<file path="src/rtl/bcxtreme_result_collector_pkg.sv">
// Shared types for the result collector.
//   state_e  : collector FSM states
//   result_t : registered result payload {found, nonce, block}
package bcxtreme_result_collector_pkg;
   localparam int NONCE_W = 32;
   localparam int BLOCK_W = 8;   // width of the block tag carried in result_t

   typedef enum logic [1:0] {
      ST_IDLE,
      ST_SEARCH,
      ST_HOLD,
      ST_DONE
   } state_e;

   typedef struct packed {
      logic               found;
      logic [NONCE_W-1:0] nonce;
      logic [BLOCK_W-1:0] block;
   } result_t;
endpackage

</file>
<file path="src/rtl/bcxtreme_nonce_tracker.sv">
// Tracks the nonce offset within the current block and the block sequence id.
//   clk, rst       : clock, async active-high reset
//   valid_i        : one nonce step completed this cycle
//   newblock_i     : this step is offset 0 of a new block
//   cur_off_o      : offset of the step being presented this cycle
//   cur_block_o    : block id of the step being presented this cycle
//   last_o         : presented step is the last offset of the block
module bcxtreme_nonce_tracker #(
   parameter int OFFW        = 31,
   parameter int BLOCKIDBITS = 8
) (
   input  logic                   clk,
   input  logic                   rst,
   input  logic                   valid_i,
   input  logic                   newblock_i,
   output logic [OFFW-1:0]        cur_off_o,
   output logic [BLOCKIDBITS-1:0] cur_block_o,
   output logic                   last_o
);
   logic [OFFW-1:0]        off_q;
   logic [BLOCKIDBITS-1:0] blk_q;
   logic                   nb;

   assign nb = valid_i & newblock_i;

   // The register holds the offset of the *next* step; a newblock step
   // overrides it with 0 combinationally so it is evaluated at offset 0.
   assign cur_off_o   = nb ? '0 : off_q;
   assign cur_block_o = nb ? blk_q + 1'b1 : blk_q;
   assign last_o      = &cur_off_o;

   always_ff @(posedge clk or posedge rst) begin
      if (rst) begin
         off_q <= '0;
         blk_q <= '0;
      end else if (valid_i) begin
         off_q <= cur_off_o + 1'b1;
         blk_q <= cur_block_o;
      end
   end
endmodule

</file>
<file path="src/rtl/bcxtreme_result_collector.sv">
// Chain terminus: rebuilds the winning nonce and presents one result per
// block (found or exhausted) over a valid/ready handshake.
//   clk, rst       : clock, async active-high reset
//   valid_i        : chain-wide nonce step completed
//   newblock_i     : step is offset 0 of a new block
//   victory_i      : chain-wide success for this step
//   nonce_start_i  : partition index of the winning processor
//   result_valid/result_ready : result handshake
//   result_found   : 1 = winning nonce, 0 = block exhausted
//   result_nonce   : winning nonce ({offset, nonce_start}), 0 if exhausted
//   result_block   : block sequence tag
//   missed_count   : saturating count of victories dropped during HOLD
module bcxtreme_result_collector
   import bcxtreme_result_collector_pkg::*;
#(
   parameter int PARTITIONBITS = 1,
   parameter int BLOCKIDBITS   = 8
) (
   input  logic                     clk,
   input  logic                     rst,
   input  logic                     valid_i,
   input  logic                     newblock_i,
   input  logic                     victory_i,
   input  logic [PARTITIONBITS-1:0] nonce_start_i,
   output logic                     result_valid,
   input  logic                     result_ready,
   output logic                     result_found,
   output logic [NONCE_W-1:0]       result_nonce,
   output logic [BLOCKIDBITS-1:0]   result_block,
   output logic [7:0]               missed_count
);
   localparam int OFFW = NONCE_W - PARTITIONBITS;

   state_e  state_q, state_d;
   result_t res_q, res_d;
   logic    vld_q, vld_d;
   logic    pend_q, pend_d;
   logic [7:0] miss_q, miss_d;

   logic [OFFW-1:0]        cur_off;
   logic [BLOCKIDBITS-1:0] cur_blk;
   logic                   last;
   logic                   nb, win, do_eval;

   bcxtreme_nonce_tracker #(
      .OFFW        (OFFW),
      .BLOCKIDBITS (BLOCKIDBITS)
   ) u_trk (
      .clk         (clk),
      .rst         (rst),
      .valid_i     (valid_i),
      .newblock_i  (newblock_i),
      .cur_off_o   (cur_off),
      .cur_block_o (cur_blk),
      .last_o      (last)
   );

   assign nb  = valid_i & newblock_i;
   assign win = valid_i & victory_i;

   // A step is evaluated in SEARCH, or in IDLE/DONE when it opens a block.
   assign do_eval = (state_q == ST_SEARCH && valid_i) ||
                    ((state_q == ST_IDLE || state_q == ST_DONE) && nb);

   always_comb begin
      state_d = state_q;
      res_d   = res_q;
      vld_d   = vld_q;
      pend_d  = pend_q;
      miss_d  = miss_q;

      if (do_eval) begin
         state_d = ST_SEARCH;
         // Victory outranks exhaustion on the last step.
         if (win) begin
            res_d   = '{found: 1'b1, nonce: {cur_off, nonce_start_i}, block: cur_blk};
            vld_d   = 1'b1;
            state_d = ST_HOLD;
         end else if (last) begin
            res_d   = '{found: 1'b0, nonce: '0, block: cur_blk};
            vld_d   = 1'b1;
            state_d = ST_HOLD;
         end
      end

      if (state_q == ST_HOLD) begin
         if (win && miss_q != 8'hFF) miss_d = miss_q + 8'd1;
         if (nb) pend_d = 1'b1;
         if (result_ready) begin
            vld_d   = 1'b0;
            pend_d  = 1'b0;
            // A block opened on the accept cycle itself still counts as pending.
            state_d = (pend_q || nb) ? ST_SEARCH : ST_DONE;
         end
      end
   end

   always_ff @(posedge clk or posedge rst) begin
      if (rst) begin
         state_q <= ST_IDLE;
         res_q   <= '0;
         vld_q   <= 1'b0;
         pend_q  <= 1'b0;
         miss_q  <= '0;
      end else begin
         state_q <= state_d;
         res_q   <= res_d;
         vld_q   <= vld_d;
         pend_q  <= pend_d;
         miss_q  <= miss_d;
      end
   end

   assign result_valid = vld_q;
   assign result_found = res_q.found;
   assign result_nonce = res_q.nonce;
   assign result_block = res_q.block;
   assign missed_count = miss_q;
endmodule

</file>
<file path="config.mk">
export PLATFORM = sky130hd
export DESIGN_NAME = bcxtreme_result_collector
export DESIGN_NICKNAME = d
export VERILOG_FILES = /design/src/rtl/bcxtreme_result_collector_pkg.sv /design/src/rtl/bcxtreme_nonce_tracker.sv /design/src/rtl/bcxtreme_result_collector.sv
export SDC_FILE = /design/constraint.sdc
export NUM_CORES = 1
export LEC_CHECK = 0
export CAP_MARGIN = 10
export CORE_AREA = 2 2 93 95
export DETAILED_ROUTE_END_ITERATION = 7
export DIE_AREA = 0 0 95 97
export GPL_ROUTABILITY_DRIVEN = 0
export GPL_TIMING_DRIVEN = 0
export PLACE_DENSITY_LB_ADDON = 0.12
export SYNTH_ARGS = -nofsm -noshare
export SYNTH_HDL_FRONTEND = slang
export SYNTH_SLANG_ARGS = --single-unit
</file>
<file path="constraint.sdc">
create_clock -name clk -period 4.3 [get_ports clk]
set_input_delay 0.86 -clock clk [delete_from_list [all_inputs] [get_ports clk]]
set_output_delay 0.86 -clock clk [all_outputs]
set_load 0.005 [all_outputs]
</file>
# After elaboration in Yosys (flattened, before gate mapping)
# Cells that the tools add are included.
[totals]
reg_bits = 92
inputBits = 7
wordCells = 48
[classes]
addsub = 3
eq_ne = 4
muxes = 17
n_bitwise = 2
n_reduce_logical = 13
[op_table]
columns = ["cell", "count"]
rows = [
  ["$mux 41", 2],
  ["$add 31x1->31 const B", 1],
  ["$mux 31", 1],
  ["$reduce_and 31->1", 1],
  ["$add 8x1->8 const B", 2],
  ["$mux 2", 6],
  ["$mux 8", 1],
  ["$ne 8x8->1 const B", 1],
  ["$mux 1", 7],
  ["$reduce_and 2->1", 3],
  ["$eq 2x2->1 const B", 2],
  ["$reduce_bool 2->1", 2],
  ["$logic_and 1x1->1", 3],
  ["$logic_or 1x1->1", 3],
  ["$and 1x1->1", 2],
  ["$eq 2x1->1 const B", 1],
  ["$logic_not 2->1", 1],
]

# Longest topological paths before layout
[depth]
ltp_word = 8
mapped_depth = 11
ltp_nobuf = 8

# Modules after synthesis
# A second synthesis with hierarchy kept.
[unflattened]
cells_unflattened = 363
hier_area_um2 = 4191.5
[by_module_without_submodules]
columns = ["module", "instances", "cells_each", "area_each_um2", "seq_area_each_um2"]
rows = [
  ["bcxtreme_result_collector", 1, 154, 2130.8, 1326.3],
  ["bcxtreme_nonce_tracker", 1, 209, 2060.7, 975.9],
]

# Least setup slack after synthesis
# OpenSTA, ideal clock, no wires.
[synth_timing]
kind = "input port to flip-flop"
from = "in newblock_i"
to = "reg res_q, in the netlist result_block[0]"
setup_time_ps = 125
t_arrival_ps = 3309
slack_ps = 866
stages = 11
cell_sequence = "clkbuf_1 -> nand2_1 -> clkbuf_1 -> and2_1 -> ha_1 -> nand3_1 -> nor4_4 -> nand2_1 -> o31ai_1 -> buf_4 -> mux2_2"
[synth_between]
elab_chain_len = 5
[synth_rtl]
columns = ["item", "line_no", "source"]
rows = [
  ["start, declared", "bcxtreme_result_collector.sv:22", "input logic newblock_i,"],
  ["$and 1x1->1 *", "bcxtreme_nonce_tracker.sv:24, bcxtreme_result_collector.sv:58", ""],
  ["$mux 31", "bcxtreme_nonce_tracker.sv:28", "assign cur_off_o = nb ? '0 : off_q;"],
  ["$reduce_and 31->1", "bcxtreme_nonce_tracker.sv:30", "assign last_o = &cur_off_o;"],
  ["$reduce_bool 2->1 (no line)", "--", ""],
  ["$reduce_and 2->1 (no line)", "--", ""],
  ["end signal, assigned", "bcxtreme_result_collector.sv:107", "res_q <= res_d;"],
  ["end, declared", "bcxtreme_result_collector.sv:35", "result_t res_q, res_d;"],
]
# Mark *: on every way between the ends. The rest lies on a longest branch, timed or not. The select of a mux whose other input is x is not followed.
# A chain may end at the register's enable or synchronous reset.

# Worst setup path after layout
# Same ends and word-level chain as after synthesis.

==> results.tsv <==
stage	metric	value	unit
yosys	synth_compound_area_frac	0.112	
worst_setup_path	cp_max_fo	10	
cts	cts-root-buf	clkbuf_8	
global_route	grt_max_degree	62	
worst_setup_path	reg2reg_from	u_trk.off_q[0]$_DFFE_PP0P_	
min_path	min_path_type	register to register	
routing	wl_per_cell	15.4	um
outcome	status	complete, no violations	
timing	finalSetupViolCount	0	
global_route	grt_pass1_vias	2916	
placement	hpwl	5.70	mm
cts	cts.reportedPaths.clkPinSlew	90	ps
power_and_ir_drop	share_comb_of_total_power	0.203	
power_and_ir_drop	intPower	1.50	mW
yosys	synthAdderAreaFrac	0.0157	
yosys	synth_cells	351	
cts	cts_tree	done	
global_route	grtUsageTotal	0.195	
worst_setup_path	critPathCapture	result_block[0]$_DFFE_PP0P_	
yosys	ys_warn_count	0	
power_and_ir_drop	power.static_leakage	2.19	nW
power_and_ir_drop	p_sw_frac	0.282	
yosys	yosys_most_used_dff	dfrtp_1	
worst_setup_path	ff2ff_setup_slack	1640	ps
worst_setup_path	crit_type	input pin to register	
power_and_ir_drop	clkPwrFrac	0.290	
yosys	synth_xor_area_frac	0.0745	
cts	cts_made_buffers	9	
global_route	grt-ovfl-total	0	
die	rows	33	
timing	fin_crit_sh	0.930	
yosys	syn_area_per_cell	11.4	um2
cells_and_area	antenna-diode-count	0	
cells_and_area	fillCellCount	680	
timing	fmax	250	MHz
cts	cts_buffer_depth	2	
cells_and_area	nets	432	
worst_setup_path	crit_path_start	newblock_i	
yosys	ys_ff_latch	92	
routing	first_iter_violations	155	
yosys	synth-simple-area-share	0.164	
worst_setup_path	reg2reg_to	result_block[0]$_DFFE_PP0P_	
die	die_y	97	um
yosys	synth_cell_types	42	
placement	dp_slack	-513	ps
worst_setup_path	required	4530	ps
yosys	synth_top_family_by_area	simple AND/OR/NAND/NOR gates	
yosys	syn_area	4000	um2
timing	max-slew-margin-rel	0.609	
yosys	async_flop_share	1.00	
global_route	antenna_found_initial	0	
cells_and_area	final_cell_mix	92 x dfrtp_1, 55 x clkdlybuf4s50_1, 33 x nand2_1	
global_route	grt_pass1_wl	14.3	mm
timing	fin_hold_ws	459	ps
worst_setup_path	endpoint_kind	register	
cells_and_area	layout-drive-gt1-share	0.101	
timing	hold_violations	0	
placement	portBuffers	55	
worst_setup_path	crit_arrival	4230	ps
power_and_ir_drop	seq_power_share	0.507	
worst_setup_path	worstSetupStartpointType	input pin	
power_and_ir_drop	cellPowerDensity	422	nW/um2
die	pin_count	57	
cts	htreeDepth	3	
timing	rsz0062_at_grt	no	
yosys	syn_nets	363	
timing	fin_crit	4000	ps
yosys	synth-edff-count	0	
routing	ant_nets	0	
yosys	synthMuxAreaShare	0.0304	
timing	tightest_slew	587	ps
routing	routed_via_density	5.45	
timing	fin_tns_setup	0	ps
routing	vias	2887	
power_and_ir_drop	p_sw	588	uW
timing	skew	10.3	ps
routing	wirelength	8.17	mm
cts	clock-sinks	92	
routing	drc_errors	0	
flow_run	drv_cap	0	
cells_and_area	synthToLayoutAreaGrowth	23.7	%
power_and_ir_drop	ir_worst_vdd	327	uV
cells_and_area	post-route-util	0.608	
cts	clkLatencyLatePin	350	ps
cts	hold_buffers	0	
routing	first_pass_iters	4	
timing	setup_ws	299	ps
yosys	yosysSeqAreaShare	0.576	
cells_and_area	final_common_cell	dfrtp_1	
timing	final_max_slew_viol_count	0	
die	core	8130	um2
die	dieWidth	95	um
die	start_util	0.491	
worst_setup_path	r2r_cells	9	
die	die-area	9220	um2
[cell usage after synthesis, drive strengths merged (3+ instances only)]
cell type | instances | area share
a21oi | 10 | 0.013
a22o | 32 | 0.070
and2 | 4 | 0.0069
and3 | 7 | 0.011
and4 | 3 | 0.0066
buf | 7 | 0.013
clkbuf | 9 | 0.0085
dfrtp | 92 | 0.58
ha | 5 | 0.016
inv | 7 | 0.0066
mux2 | 9 | 0.025
nand2 | 34 | 0.032
nand3 | 16 | 0.020
nand4 | 13 | 0.020
nor2 | 29 | 0.027
nor4 | 5 | 0.012
o21ai | 8 | 0.010
o31ai | 3 | 0.0056
or3 | 4 | 0.0075
xnor2 | 20 | 0.044
xor2 | 14 | 0.031
[per-stage QoR]
step	std cells	cell area [um2]	total power [mW]
finish	530	4940	2.08
global route	530	4940	2.21
CTS	528	4920	2.10
detailed placement	512	4710	1.50
global placement	511	4680	1.48
floorplan	351	4000	1.30
[what timing repair did]
action	in CTS	in global routing
pin swaps	0	1
resized for setup	1	2
endpoints found under the setup margin	29	40
setup buffers	0	2
[state kept, by name, summed over array words and instances, names as in the netlist]
signal	cells
result_valid	1
u_trk.blk_q	8
u_trk.off_q	31
state_q	2
missed_count	8
result_block	8
result_found	1
pend_q	1
result_nonce	32
[cell type report]
class,instances,area [um2],area share
well taps,105,131,0.0266
multi-input cells,236,1590,0.322
clock inverters,5,58.8,0.0119
flip-flops and latches,92,2300,0.466
inverters,7,28.8,0.00582
repair buffers,58,593,0.120
plain buffers,16,85.1,0.0172
clock buffers,11,151,0.0306
[worst max-delay path: stages]
cell and delay, ps:
clkdlybuf4s50_1 460, clkbuf_1 250, nand2_2 220, clkbuf_2 290, and2_1 170, ha_1 300
nand3_1 170, nor4_4 300, buf_4 190, nand2_1 170, o31ai_2 260, buf_4 230
mux2_2 360
[worst min path at each step]
stage               cells after the start                       start                          to
floorplan                               1  u_trk.blk_q[7]$_DFFE_PP0P_  u_trk.blk_q[7]$_DFFE_PP0P_
global placement                        1  u_trk.blk_q[7]$_DFFE_PP0P_  u_trk.blk_q[7]$_DFFE_PP0P_
detailed placement                      1  u_trk.blk_q[7]$_DFFE_PP0P_  u_trk.blk_q[7]$_DFFE_PP0P_
CTS                                     1  u_trk.blk_q[7]$_DFFE_PP0P_  u_trk.blk_q[7]$_DFFE_PP0P_
global route                            1  u_trk.blk_q[7]$_DFFE_PP0P_  u_trk.blk_q[7]$_DFFE_PP0P_
finish                                  1  u_trk.blk_q[7]$_DFFE_PP0P_  u_trk.blk_q[7]$_DFFE_PP0P_
[logic make-up (layout without fill, tap and decap cells)]
family | count (synthesis) | count (layout)
AND/OR/NAND/NOR | 126 | 126
flip-flops | 92 | 92
AO/OA/AOI/OAI | 60 | 60
XOR/XNOR | 34 | 34
buffers and inverters | 23 | 97
multiplexers | 11 | 11
adder cells (fa/ha/maj) | 5 | 5
[power groups by stage]
stage / logic, mW / clock network, mW / registers, mW
floorplan: 0.237 / 0 / 1.06
global placement: 0.414 / 0 / 1.07
detailed placement: 0.426 / 0 / 1.07
CTS: 0.430 / 0.617 / 1.06
global route: 0.477 / 0.654 / 1.07
finish: 0.424 / 0.604 / 1.06
[per-layer routing]
metal,wire [um],up-vias,global-route usage
met5,0,-,0
met4,141,0,0.0725
met3,399,13,0.0460
met2,3600,68,0.281
met1,4020,1410,0.287
li1,-,1396,-
(Power assumes the default switching activity.)
